--- src/rtl/mem_access_ctrl.sv ---
// MEM-stage controller: splits 32-bit loads/stores into two half-word SRAM cycles and freezes the pipe via ready.
// Optional range check enabled by defining MEM_CTRL_ADDR_CHECK_EN.
module mem_access_ctrl #(
  parameter int unsigned BASE_ADDR   = 1024,
  parameter int unsigned WAIT_CYCLES = 3,
  parameter int unsigned SRAM_AW     = 18
) (
  input  logic               clk,
  input  logic               rst,
  input  logic               MEM_R_EN,
  input  logic               MEM_W_EN,
  input  logic [31:0]        ALU_Res,
  input  logic [31:0]        ST_val,
  output logic               ready,
  output logic [31:0]        MEM_read_data,
  output logic [SRAM_AW-1:0] SRAM_ADDR,
  output logic [15:0]        SRAM_DQ_out,
  output logic               SRAM_DQ_oe,
  input  logic [15:0]        SRAM_DQ_in,
  output logic               SRAM_WE_N,
  output logic               addr_err
);

  typedef enum logic [1:0] {
    S_IDLE = 2'd0,
    S_LOW  = 2'd1,
    S_HIGH = 2'd2,
    S_DONE = 2'd3
  } state_t;

  localparam logic [3:0]  LP_LAST = 4'(WAIT_CYCLES - 1);
  localparam logic [31:0] LP_BASE = 32'(BASE_ADDR);

  state_t             r_state, w_next_state;
  logic [3:0]         r_cnt, w_next_cnt;
  logic               r_wr, w_next_wr;
  logic [SRAM_AW-2:0] r_word, w_next_word;
  logic [15:0]        r_st_hi;
  logic [31:0]        r_rdata;
  logic [SRAM_AW-1:0] r_addr;
  logic [15:0]        r_dq_out;
  logic               r_oe, r_we_n, r_addr_err;
  logic               w_req, w_bad, w_next_bad, w_next_phase;
  logic               w_enter_low, w_enter_high, w_lo_cap, w_hi_cap, w_bad_load;
  logic [31:0]        w_off;
  logic               w_unused;

  assign w_req = MEM_R_EN | MEM_W_EN;
  assign w_off = ALU_Res - LP_BASE;
  assign w_unused = ^{w_off[1:0], w_off[31:SRAM_AW+1]};

`ifdef MEM_CTRL_ADDR_CHECK_EN
  assign w_bad = (ALU_Res < LP_BASE) || (w_off[31:SRAM_AW+1] != {(31-SRAM_AW){1'b0}});
`else
  assign w_bad = 1'b0;
`endif

  // Next-state, phase counter and latched access attributes
  always_comb begin
    w_next_state = r_state;
    w_next_cnt   = r_cnt;
    w_next_wr    = r_wr;
    w_next_word  = r_word;
    w_next_bad   = 1'b0;
    case (r_state)
      S_IDLE: begin
        w_next_cnt = 4'd0;
        if (w_req) begin
          w_next_wr   = MEM_W_EN;
          w_next_word = w_off[SRAM_AW:2];
          if (w_bad) begin
            w_next_state = S_DONE;
            w_next_bad   = 1'b1;
          end else begin
            w_next_state = S_LOW;
          end
        end else begin
          w_next_state = S_IDLE;
        end
      end
      S_LOW: begin
        if (r_cnt == LP_LAST) begin
          w_next_state = S_HIGH;
          w_next_cnt   = 4'd0;
        end else begin
          w_next_cnt = r_cnt + 4'd1;
        end
      end
      S_HIGH: begin
        if (r_cnt == LP_LAST) begin
          w_next_state = S_DONE;
          w_next_cnt   = 4'd0;
        end else begin
          w_next_cnt = r_cnt + 4'd1;
        end
      end
      S_DONE: begin
        w_next_state = S_IDLE;
        w_next_cnt   = 4'd0;
      end
      default: begin
        w_next_state = S_IDLE;
        w_next_cnt   = 4'd0;
      end
    endcase
  end

  assign w_next_phase = (w_next_state == S_LOW) || (w_next_state == S_HIGH);
  assign w_enter_low  = (r_state == S_IDLE) && (w_next_state == S_LOW);
  assign w_enter_high = (r_state == S_LOW) && (w_next_state == S_HIGH);
  assign w_lo_cap     = (r_state == S_LOW) && (r_cnt == LP_LAST) && !r_wr;
  assign w_hi_cap     = (r_state == S_HIGH) && (r_cnt == LP_LAST) && !r_wr;
  assign w_bad_load   = (r_state == S_IDLE) && (w_next_state == S_DONE) && !w_next_wr;

  // State register and registered SRAM strobes; WE_N releases one cycle early for data hold
  always_ff @(posedge clk) begin
    if (rst) begin
      r_state    <= S_IDLE;
      r_cnt      <= 4'd0;
      r_wr       <= 1'b0;
      r_word     <= {(SRAM_AW-1){1'b0}};
      r_st_hi    <= 16'h0000;
      r_rdata    <= 32'h0000_0000;
      r_addr     <= {SRAM_AW{1'b0}};
      r_dq_out   <= 16'h0000;
      r_oe       <= 1'b0;
      r_we_n     <= 1'b1;
      r_addr_err <= 1'b0;
    end else begin
      r_state    <= w_next_state;
      r_cnt      <= w_next_cnt;
      r_wr       <= w_next_wr;
      r_word     <= w_next_word;
      r_oe       <= w_next_phase & w_next_wr;
      r_we_n     <= ~(w_next_phase & w_next_wr & (w_next_cnt < LP_LAST));
      r_addr_err <= w_next_bad;
      if (w_enter_low) begin
        r_addr   <= {w_next_word, 1'b0};
        r_dq_out <= ST_val[15:0];
        r_st_hi  <= ST_val[31:16];
      end else if (w_enter_high) begin
        r_addr   <= {r_word, 1'b1};
        r_dq_out <= r_st_hi;
      end
      if (w_lo_cap) begin
        r_rdata[15:0] <= SRAM_DQ_in;
      end else if (w_hi_cap) begin
        r_rdata[31:16] <= SRAM_DQ_in;
      end else if (w_bad_load) begin
        r_rdata <= 32'h0000_0000;
      end
    end
  end

  assign ready         = rst | ~w_req | (r_state == S_DONE);
  assign MEM_read_data = r_rdata;
  assign SRAM_ADDR     = r_addr;
  assign SRAM_DQ_out   = r_dq_out;
  assign SRAM_DQ_oe    = r_oe;
  assign SRAM_WE_N     = r_we_n;
  assign addr_err      = r_addr_err;

endmodule

--- config.mk ---
export PLATFORM = sky130hd
export DESIGN_NAME = mem_access_ctrl
export DESIGN_NICKNAME = d
export VERILOG_FILES = /design/src/rtl/mem_access_ctrl.sv
export SDC_FILE = /design/constraint.sdc
export NUM_CORES = 1
export LEC_CHECK = 0
export BUFFER_PORTS_ARGS = -buffer_cell sky130_fd_sc_hd__buf_4
export CORE_AREA = 2 2 81 121
export CTS_CLUSTER_DIAMETER = 30
export CTS_CLUSTER_SIZE = 10
export DETAILED_ROUTE_END_ITERATION = 16
export DIE_AREA = 0 0 83 123
export GPL_TIMING_DRIVEN = 1
export PLACE_DENSITY = 0.78
export SYNTH_ARGS = -nofsm -noshare
export SYNTH_HDL_FRONTEND = slang
export SYNTH_SLANG_ARGS = --single-unit
--- constraint.sdc ---
create_clock -name clk -period 3.2 [get_ports clk]
set_input_delay 0.64 -clock clk [delete_from_list [all_inputs] [get_ports clk]]
set_output_delay 0.64 -clock clk [all_outputs]
set_load 0.02 [all_outputs]
==> results of run 1 <==
area by class of cell:
type	count	area share
flip-flops and latches	108	0.368
multi-input cells	348	0.359
repair buffers	149	0.193
clock buffers	11	0.0430
well taps	112	0.0239
inverters	11	0.00703
clock inverters	5	0.00618
kinds of logic (layout without fill, tap and decap cells):
| family | after synthesis | after routing |
|---|---|---|
| other | 1 | 1 |
| DFF | 108 | 108 |
| muxes | 13 | 13 |
| xor gates and xnor gates | 6 | 6 |
| buffers and inverters | 49 | 176 |
| adders and majority gates | 12 | 12 |
| and+or+nand+nor | 179 | 179 |
| AOI/OAI and AO/OA | 137 | 137 |
final timing paths:
path	startpoint	to	slack [ns]	cells after the start
setup / recovery	r_cnt[0]$_SDFF_PP0_	MEM_read_data[9]$_SDFFE_PP0P_	0.44	11
hold / removal	r_st_hi[1]$_SDFFE_PP0P_	r_st_hi[1]$_SDFFE_PP0P_	0.46	2
setup reg to reg	r_cnt[0]$_SDFF_PP0_	MEM_read_data[9]$_SDFFE_PP0P_	0.44	11
hold reg to reg	r_st_hi[1]$_SDFFE_PP0P_	r_st_hi[1]$_SDFFE_PP0P_	0.46	2
sequential cells by signal, summed over array words and instances (netlist names):
name / flops
SRAM_ADDR: 18
r_state: 2
r_st_hi: 16
SRAM_DQ_out: 16
r_word: 17
SRAM_DQ_oe: 1
SRAM_WE_N: 1
r_wr: 1
MEM_read_data: 32
r_cnt: 4
layout by cell type (no fill, tap or decap), types with 2 or more instances in the layout:
| cell | count |
|---|---|
| a211oi_1 | 6 |
| a21oi_1 | 50 |
| a22o_1 | 17 |
| a311oi_1 | 16 |
| a31oi_1 | 2 |
| a32oi_1 | 4 |
| and2_1 | 3 |
| buf_4 | 148 |
| clkbuf_16 | 9 |
| clkbuf_8 | 2 |
| clkinvlp_4 | 3 |
| dfxtp_1 | 108 |
| ha_1 | 12 |
| inv_1 | 11 |
| mux2i_1 | 13 |
| nand2_1 | 90 |
| nand2b_1 | 3 |
| nand3_1 | 20 |
| nor2_1 | 33 |
| nor3_1 | 7 |
| nor3b_1 | 3 |
| o211ai_1 | 17 |
| o21a_1 | 2 |
| o21ai_0 | 8 |
| o2bb2ai_1 | 11 |
| or3_1 | 4 |
| xnor2_1 | 2 |
| xor2_1 | 4 |
where the power goes:
part,leakage (nW),internal [mW],switching [mW]
clock network,0.134,0.570,0.489
logic,1.49,0.199,0.256
registers,0.884,1.42,0.0434
worst max-delay path: stages, from the launching register on:
cell and delay (ns):
dfxtp_1 0.35, inv_1 0.07, ha_1 0.17, or3b_2 0.50, a21oi_1 0.18, o22a_1 0.21
inv_1 0.07, ha_1 0.18, and3b_1 0.19, nand2_1 0.41, o211ai_1 0.17, a21oi_1 0.18
cells in the mapped netlist (2+ instances only):
cell,n,area [um2]
nor3b_1,3,22.5
dfxtp_1,108,2160
nand3_1,20,100
clkbuf_1,30,113
ha_1,12,150
a22o_1,17,149
o21ai_0,8,40.0
a211oi_1,6,45.0
o211ai_1,17,128
or3_1,4,25.0
nand2_1,91,342
buf_1,3,11.3
o2bb2ai_1,11,96.3
nor2_1,33,124
a31oi_1,2,12.5
inv_1,11,41.3
a32oi_1,4,35.0
o21a_1,2,15.0
buf_2,4,20.0
nand2b_1,3,18.8
a21oi_1,50,250
and2_1,3,18.8
nor3_1,7,35.0
a311oi_1,16,140
xor2_1,4,35.0
xnor2_1,2,17.5
mux2i_1,13,130
metal layers:
layer  global-route usage  up-vias  part of all wire
li1                     -     2040                 -
met4                0.100        0             0.019
met5                    0        -                 0
met2                0.426      111              0.54
met3               0.0381       14             0.043
met1                0.236     1927              0.40
==> impl_metrics.tcl, run 1 <==
set metrics [dict create \
    outcome "complete, no violations" \
    dp.cells 728 \
    timing.final.crit_share 0.862 \
    drive_gt1_frac 0.274 \
    seq_area_frac_synth 0.485 \
    final_core_util 0.638 \
    fin_cells 744 \
    critPathLaunchType "flip-flop" \
    grt_first_pass_wirelength_um 18500 \
    syn_area_um2 4460 \
    fin_crit_ns 2.76 \
    cts_tree "yes" \
    multi_input_area_um2 2110 \
    path_class "flip-flop to flip-flop" \
    hold_violations 0 \
    numCtsBuffers 9 \
    rsz0062_at_grt "no" \
    holdBufCountCts 0 \
    yosys.area_share.simple 0.185 \
    fillers 792 \
    cts.repair.resized 0 \
    fin_nets 723 \
    dp_hpwl_um 8310 \
    synth.distinct_cells 48 \
    worstMarginPinSlew_ns 0.752 \
    wl_per_cell_um 15.4 \
    n_antenna_cell 0 \
    dieArea_um2 10200 \
    grt_max_degree 52 \
    dieWidth_um 83 \
    postRouteAntennaNets 0 \
    fin_ws_ns 0.443 \
    cp.arrival_ns 3.02 \
    slew_headroom 0.499 \
    synth_compound_area_frac 0.211 \
    htreeDepth 3 \
    io_pins 154 \
    clk_latency_ns 0.35 \
    die_height_um 123 \
    grt_pass1_vias 4000 \
    clkTransAtPathRegs_ns 0.07 \
    final_area_um2 5870 \
    drv_slew 0 \
    grt_antenna_before_repair 0 \
    avgSynthCellArea_um2 8.83 \
    area_growth_pct 31.6 \
    cts_sinks 108 \
    portBuffers 137 \
    first_pass_iters 4 \
    total_power_mw 2.98 \
    fmax_mhz 363 \
    track_usage 0.222 \
    async_flop_share 0 \
    maxCapViolCount 0 \
    cts_setup_buffers 0 \
    grt-ovfl-total 0 \
    synthAdderAreaFrac 0.0337 \
    start_util 0.485 \
    viasPerCell 5.50 \
    synthMuxAreaShare 0.0292 \
    required_ns 3.47 \
    holdWs_ns 0.456 \
    finClkSkew_ns 0.00895 \
    wl_um 11500 \
    first_iter_violations 213 \
    synth_seq_cells 108 \
    critPathCaptureType "flip-flop" \
    synth_edf_count 0 \
    max-clock-path-buffers 2 \
    synth_nets 601 \
    yosysWarnings 0 \
    pre_cts_ws_ns 0.471 \
    min_path_type "flip-flop to flip-flop" \
    setup_viol 0 \
    synth_ff_type "dfxtp_1" \
    synth_top_family_by_area "compound AO/OA/AOI/OAI gates" \
    power.leakage_nw 2.50 \
    place_area_um2 5580 \
    p_per_area_nw_per_um2 508 \
    peakVddDrop_mv 0.419 \
    remaining_drc_errors 0 \
    vias 4092 \
    tns_ns 0 \
    place.gp.congestion 0.795 \
    synthCells 505 \
    seq_area_um2 2160 \
    cts_root_buf "clkbuf_16" \
    coreArea_um2 9200 \
    crit_fanout 16 \
    synth_xor_area_frac 0.0118 \
    rows 43 \
]
(Power assumes the default switching activity.)
==> run 2: changes to the inputs <==
Clock period 3.2 ns to 3 ns, I/O delays scaled along.
==> run 2 against run 1 <==
Maximum frequency increased by 0.44%. Register-to-register slack lost 0.19 ns. Total power increased by 10%. Global-route usage is 0.38 points lower. Critical path type unchanged. Largest power group unchanged.
==> impl_metrics.tcl, run 2 (same netlist as run 1, synthesis figures left out) <==
set metrics [dict create \
    grt_pass1_vias 3938 \
    coreArea_um2 9200 \
    largest_reg_flops 32 \
    viasPerCell 5.51 \
    critPathLaunchType "flip-flop" \
    grt_antenna_before_repair 0 \
    start_util 0.485 \
    numCtsBuffers 9 \
    cts_tree "yes" \
    fmax_mhz 364 \
    slowest_delay_ns 0.49 \
    worst_path_max_delay_cell "or3b_2" \
    power.leakage_nw 2.53 \
    cp.arrival_ns 3.04 \
    holdBufCountCts 0 \
    required_ns 3.29 \
    layout_common_cells "buf_4, dfxtp_1, nand2_1" \
    slew_headroom 0.621 \
    path_class "flip-flop to flip-flop" \
    peakVddDrop_mv 0.422 \
    dp_hpwl_um 8310 \
    grt-ovfl-total 0 \
    cts_sinks 108 \
    fin_crit_ns 2.74 \
    drv_slew 0 \
    min_path_type "flip-flop to flip-flop" \
    grt_max_degree 41 \
    first_iter_violations 188 \
    hold_violations 0 \
    finClkSkew_ns 0.00486 \
    cts_setup_buffers 0 \
    cp_cell_sequence "ha_1 -> or3b_2 -> a21oi_1 -> o22a_1 -> inv_1 -> ha_1 -> and3b_1 -> a22o_1 -> a21oi_1 -> buf_4 -> a22o_1" \
    wl_per_cell_um 15.4 \
    crit_fanout 16 \
    clk_latency_ns 0.35 \
    timing.final.crit_share 0.915 \
    drive_gt1_frac 0.276 \
    final_area_um2 5920 \
    remaining_drc_errors 0 \
    rsz0062_at_grt "no" \
    vias 4109 \
    cts.repair.resized 0 \
    critPathCaptureType "flip-flop" \
    final_common_cell "buf_4" \
    rows 43 \
    pre_cts_ws_ns 0.221 \
    cts_root_buf "clkbuf_16" \
    first_pass_iters 6 \
    worstMarginPinSlew_ns 0.569 \
    dieWidth_um 83 \
    io_pins 154 \
    place_area_um2 5600 \
    htreeDepth 3 \
    grt_first_pass_wirelength_um 18100 \
    fin_ws_ns 0.255 \
    clkTransAtPathRegs_ns 0.07 \
    dieArea_um2 10200 \
    maxCapViolCount 0 \
    n_antenna_cell 0 \
    fin_nets 725 \
    track_usage 0.218 \
    place.gp.congestion 0.785 \
    outcome "complete, no violations" \
    wl_um 11500 \
    portBuffers 137 \
    max-clock-path-buffers 2 \
    postRouteAntennaNets 0 \
    setup_viol 0 \
    tns_ns 0 \
    p_per_area_nw_per_um2 554 \
    die_height_um 123 \
    area_growth_pct 32.7 \
]
run 2: layer usage:
metal  share of wire  global-route usage  vias to the layer above
met2            0.54               0.414                      109
met3           0.049              0.0447                       14
met5               0                   0                        -
li1                -                   -                     2038
met1            0.39               0.230                     1948
met4           0.021               0.100                        0
run 2: critical path, delay by kind of cell, from the launching register on:
kind,cells,cell delay [ns]
compound gates,5,0.90
simple gates,2,0.69
flops,1,0.40
fa+ha+maj,2,0.40
buf+inv,2,0.31
run 2: area by class of cell:
type                    count  area [um2]
clock buffers              11         253
clock inverters             5        58.8
fillers                   798        3280
inverters                  11        41.3
multi-input cells         348        2110
flip-flops and latches    108        2160
well taps                 112         140
repair buffers            151        1150
run 2: path summary, 6_finish.rpt:
kind | start | to | slack [ns] | cells after the start
setup / recovery | r_cnt[1]$_SDFF_PP0_ | MEM_read_data[29]$_SDFFE_PP0P_ | 0.26 | 11
hold / removal | r_st_hi[14]$_SDFFE_PP0P_ | r_st_hi[14]$_SDFFE_PP0P_ | 0.46 | 2
setup reg to reg | r_cnt[1]$_SDFF_PP0_ | MEM_read_data[29]$_SDFFE_PP0P_ | 0.26 | 11
hold reg to reg | r_st_hi[14]$_SDFFE_PP0P_ | r_st_hi[14]$_SDFFE_PP0P_ | 0.46 | 2
run 2: stage by stage:
stage	power (mW)	utilization	cells	hold WS, ns
final	3.28	0.643	746	0.457
after CTS	3.30	0.642	746	0.458
after floorplan	1.86	-	505	0.437
after global routing	3.41	0.643	746	0.465
after detailed placement	2.09	0.608	730	0.447
after global placement	2.07	0.608	730	0.443
run 2: report_power, final:
| part | internal, mW | total [mW] | switching [mW] |
|---|---|---|---|
| clock | 0.694 | 1.22 | 0.526 |
| sequential | 1.52 | 1.57 | 0.0467 |
| combinational | 0.216 | 0.492 | 0.276 |
==> run 3: changes to the inputs <==
Settings changed: PLACE_DENSITY 0.78 to 0.9.
==> run 3 against run 2 <==
First-iteration DRC count rose by 39%. Worst setup slack got worse by 0.024 ns. Maximum frequency fell by 0.87%. Flip-flop and latch count did not move. Combinational power barely moved. Die area did not move. Worst hold slack got worse by 0.0015 ns. Design area rose by 0.40%. Utilization rose by 0.26 points. Register-to-register slack got worse by 0.02 ns. Via count rose by 1.1%. Clock-buffer cell count fell by 1. Critical path type unchanged. Critical endpoint is now MEM_read_data[1]$_SDFFE_PP0P_. Largest cell class unchanged.
==> impl_metrics.tcl, run 3 (same netlist as run 1, synthesis figures left out) <==
set metrics [dict create \
    portBuffers 137 \
    cp-startpoint "r_cnt[0]$_SDFF_PP0_" \
    dp.cells 729 \
    grt-ovfl-total 0 \
    holdWs_ns 0.456 \
    slew_headroom 0.499 \
    die_height_um 123 \
    timing.final.crit_share 0.923 \
    worst_r2r_endpoint "MEM_read_data[1]$_SDFFE_PP0P_" \
    crit_fanout 16 \
    cts_root_buf "clkbuf_16" \
    rows 43 \
    tns_ns 0 \
    cts_tree "yes" \
    grt_first_pass_wirelength_um 19200 \
    numCtsBuffers 9 \
    final_common_cell "buf_4" \
    wl_per_cell_um 15.9 \
    dieWidth_um 83 \
    cp-endpoint "MEM_read_data[1]$_SDFFE_PP0P_" \
    cts_setup_buffers 0 \
    final_core_util 0.646 \
    io_pins 154 \
    layout_common_cells "buf_4, dfxtp_1, nand2_1" \
    critPathCaptureType "flip-flop" \
    dieArea_um2 10200 \
    grt_antenna_before_repair 0 \
    first_iter_violations 262 \
    rr_startpoint "r_cnt[0]$_SDFF_PP0_" \
    clk_latency_ns 0.35 \
    grt_max_degree 70 \
    grt_pass1_vias 4242 \
    first_pass_iters 4 \
    track_usage 0.228 \
    outcome "complete, no violations" \
    postRouteAntennaNets 0 \
    cp.arrival_ns 3.04 \
    drv_slew 0 \
    largest_reg_flops 32 \
    vias 4156 \
    fmax_mhz 361 \
    worstMarginPinSlew_ns 0.752 \
    clkTransAtPathRegs_ns 0.07 \
    remaining_drc_errors 0 \
    min_path_type "flip-flop to flip-flop" \
    r2r_cells 11 \
    peakVddDrop_mv 0.376 \
    fin_crit_ns 2.77 \
    total_power_mw 3.42 \
    n_antenna_cell 0 \
    maxCapViolCount 0 \
    critPathLaunchType "flip-flop" \
    wl_um 11900 \
    start_util 0.485 \
    fin_cells 745 \
    max-clock-path-buffers 2 \
    htreeDepth 3 \
    hold_violations 0 \
    drive_gt1_frac 0.275 \
    required_ns 3.27 \
    rsz0062_at_grt "no" \
    finClkSkew_ns 0.00961 \
    fin_nets 724 \
    p_per_area_nw_per_um2 576 \
    path_class "flip-flop to flip-flop" \
    setup_viol 0 \
    place.gp.congestion 0.825 \
    dp_hpwl_um 8540 \
    area_growth_pct 33.2 \
    cts_sinks 108 \
    coreArea_um2 9200 \
    viasPerCell 5.58 \
    power.leakage_nw 2.54 \
    ff2ff_setup_slack_ns 0.23 \
]
==> run 3: layer usage <==
layer / vias to the layer above / wire length (um) / track usage
met5: - / 0 / 0
met4: 0 / 241 / 0.110
met3: 21 / 676 / 0.0461
met2: 133 / 6300 / 0.428
met1: 1964 / 4660 / 0.242
li1: 2038 / - / -
==> run 3: cell type report <==
cell class,instances,area [um2]
repair buffers,150,1140
flip-flops and latches,108,2160
well taps,112,140
clock inverters,6,111
clock buffers,10,239
inverters,11,41.3
fillers,749,3260
multi-input cells,348,2110
==> run 3: how the worst min path moves through the flow <==
stage,endpoint,start,cells past startpoint
global placement,r_st_hi[5]$_SDFFE_PP0P_,r_st_hi[5]$_SDFFE_PP0P_,2
CTS,r_st_hi[5]$_SDFFE_PP0P_,r_st_hi[5]$_SDFFE_PP0P_,2
finish,r_st_hi[0]$_SDFFE_PP0P_,r_st_hi[0]$_SDFFE_PP0P_,2
global route,MEM_read_data[18]$_SDFFE_PP0P_,SRAM_DQ_in[2],2
detailed placement,r_st_hi[5]$_SDFFE_PP0P_,r_st_hi[5]$_SDFFE_PP0P_,2
floorplan,r_st_hi[0]$_SDFFE_PP0P_,r_st_hi[0]$_SDFFE_PP0P_,2
==> run 3: worst max-delay path: stages (launching register included) <==
cell	delay [ns]
dfxtp_1	0.35
inv_1	0.07
ha_1	0.20
or3b_2	0.50
a21oi_1	0.17
o22a_1	0.20
inv_1	0.07
ha_1	0.17
and3b_1	0.19
nand2_1	0.41
o211ai_1	0.20
a21oi_1	0.17
==> run 3: where the power goes <==
| part | internal [mW] | switching (mW) | leakage (nW) | total, mW |
|---|---|---|---|---|
| clock network | 0.839 | 0.525 | 0.169 | 1.36 |
| logic | 0.214 | 0.277 | 1.49 | 0.491 |
| registers | 1.52 | 0.0485 | 0.884 | 1.57 |
==> run 3: metrics by stage <==
step           setup slack [ns]  instance area (um2)
3_5_place_dp              0.210                 5590
5_1_grt                  0.0554                 5940
4_1_cts                   0.196                 5940
6_report                  0.231                 5940
2_1_floorplan             0.245                 4460
3_3_place_gp              0.348                 5590
==> run 3: what timing repair did <==
item                                    CTS  global route
endpoints found under the hold margin     0             0
hold buffers                              0             0
resized for setup                         0             1
endpoints found under the setup margin    0             1
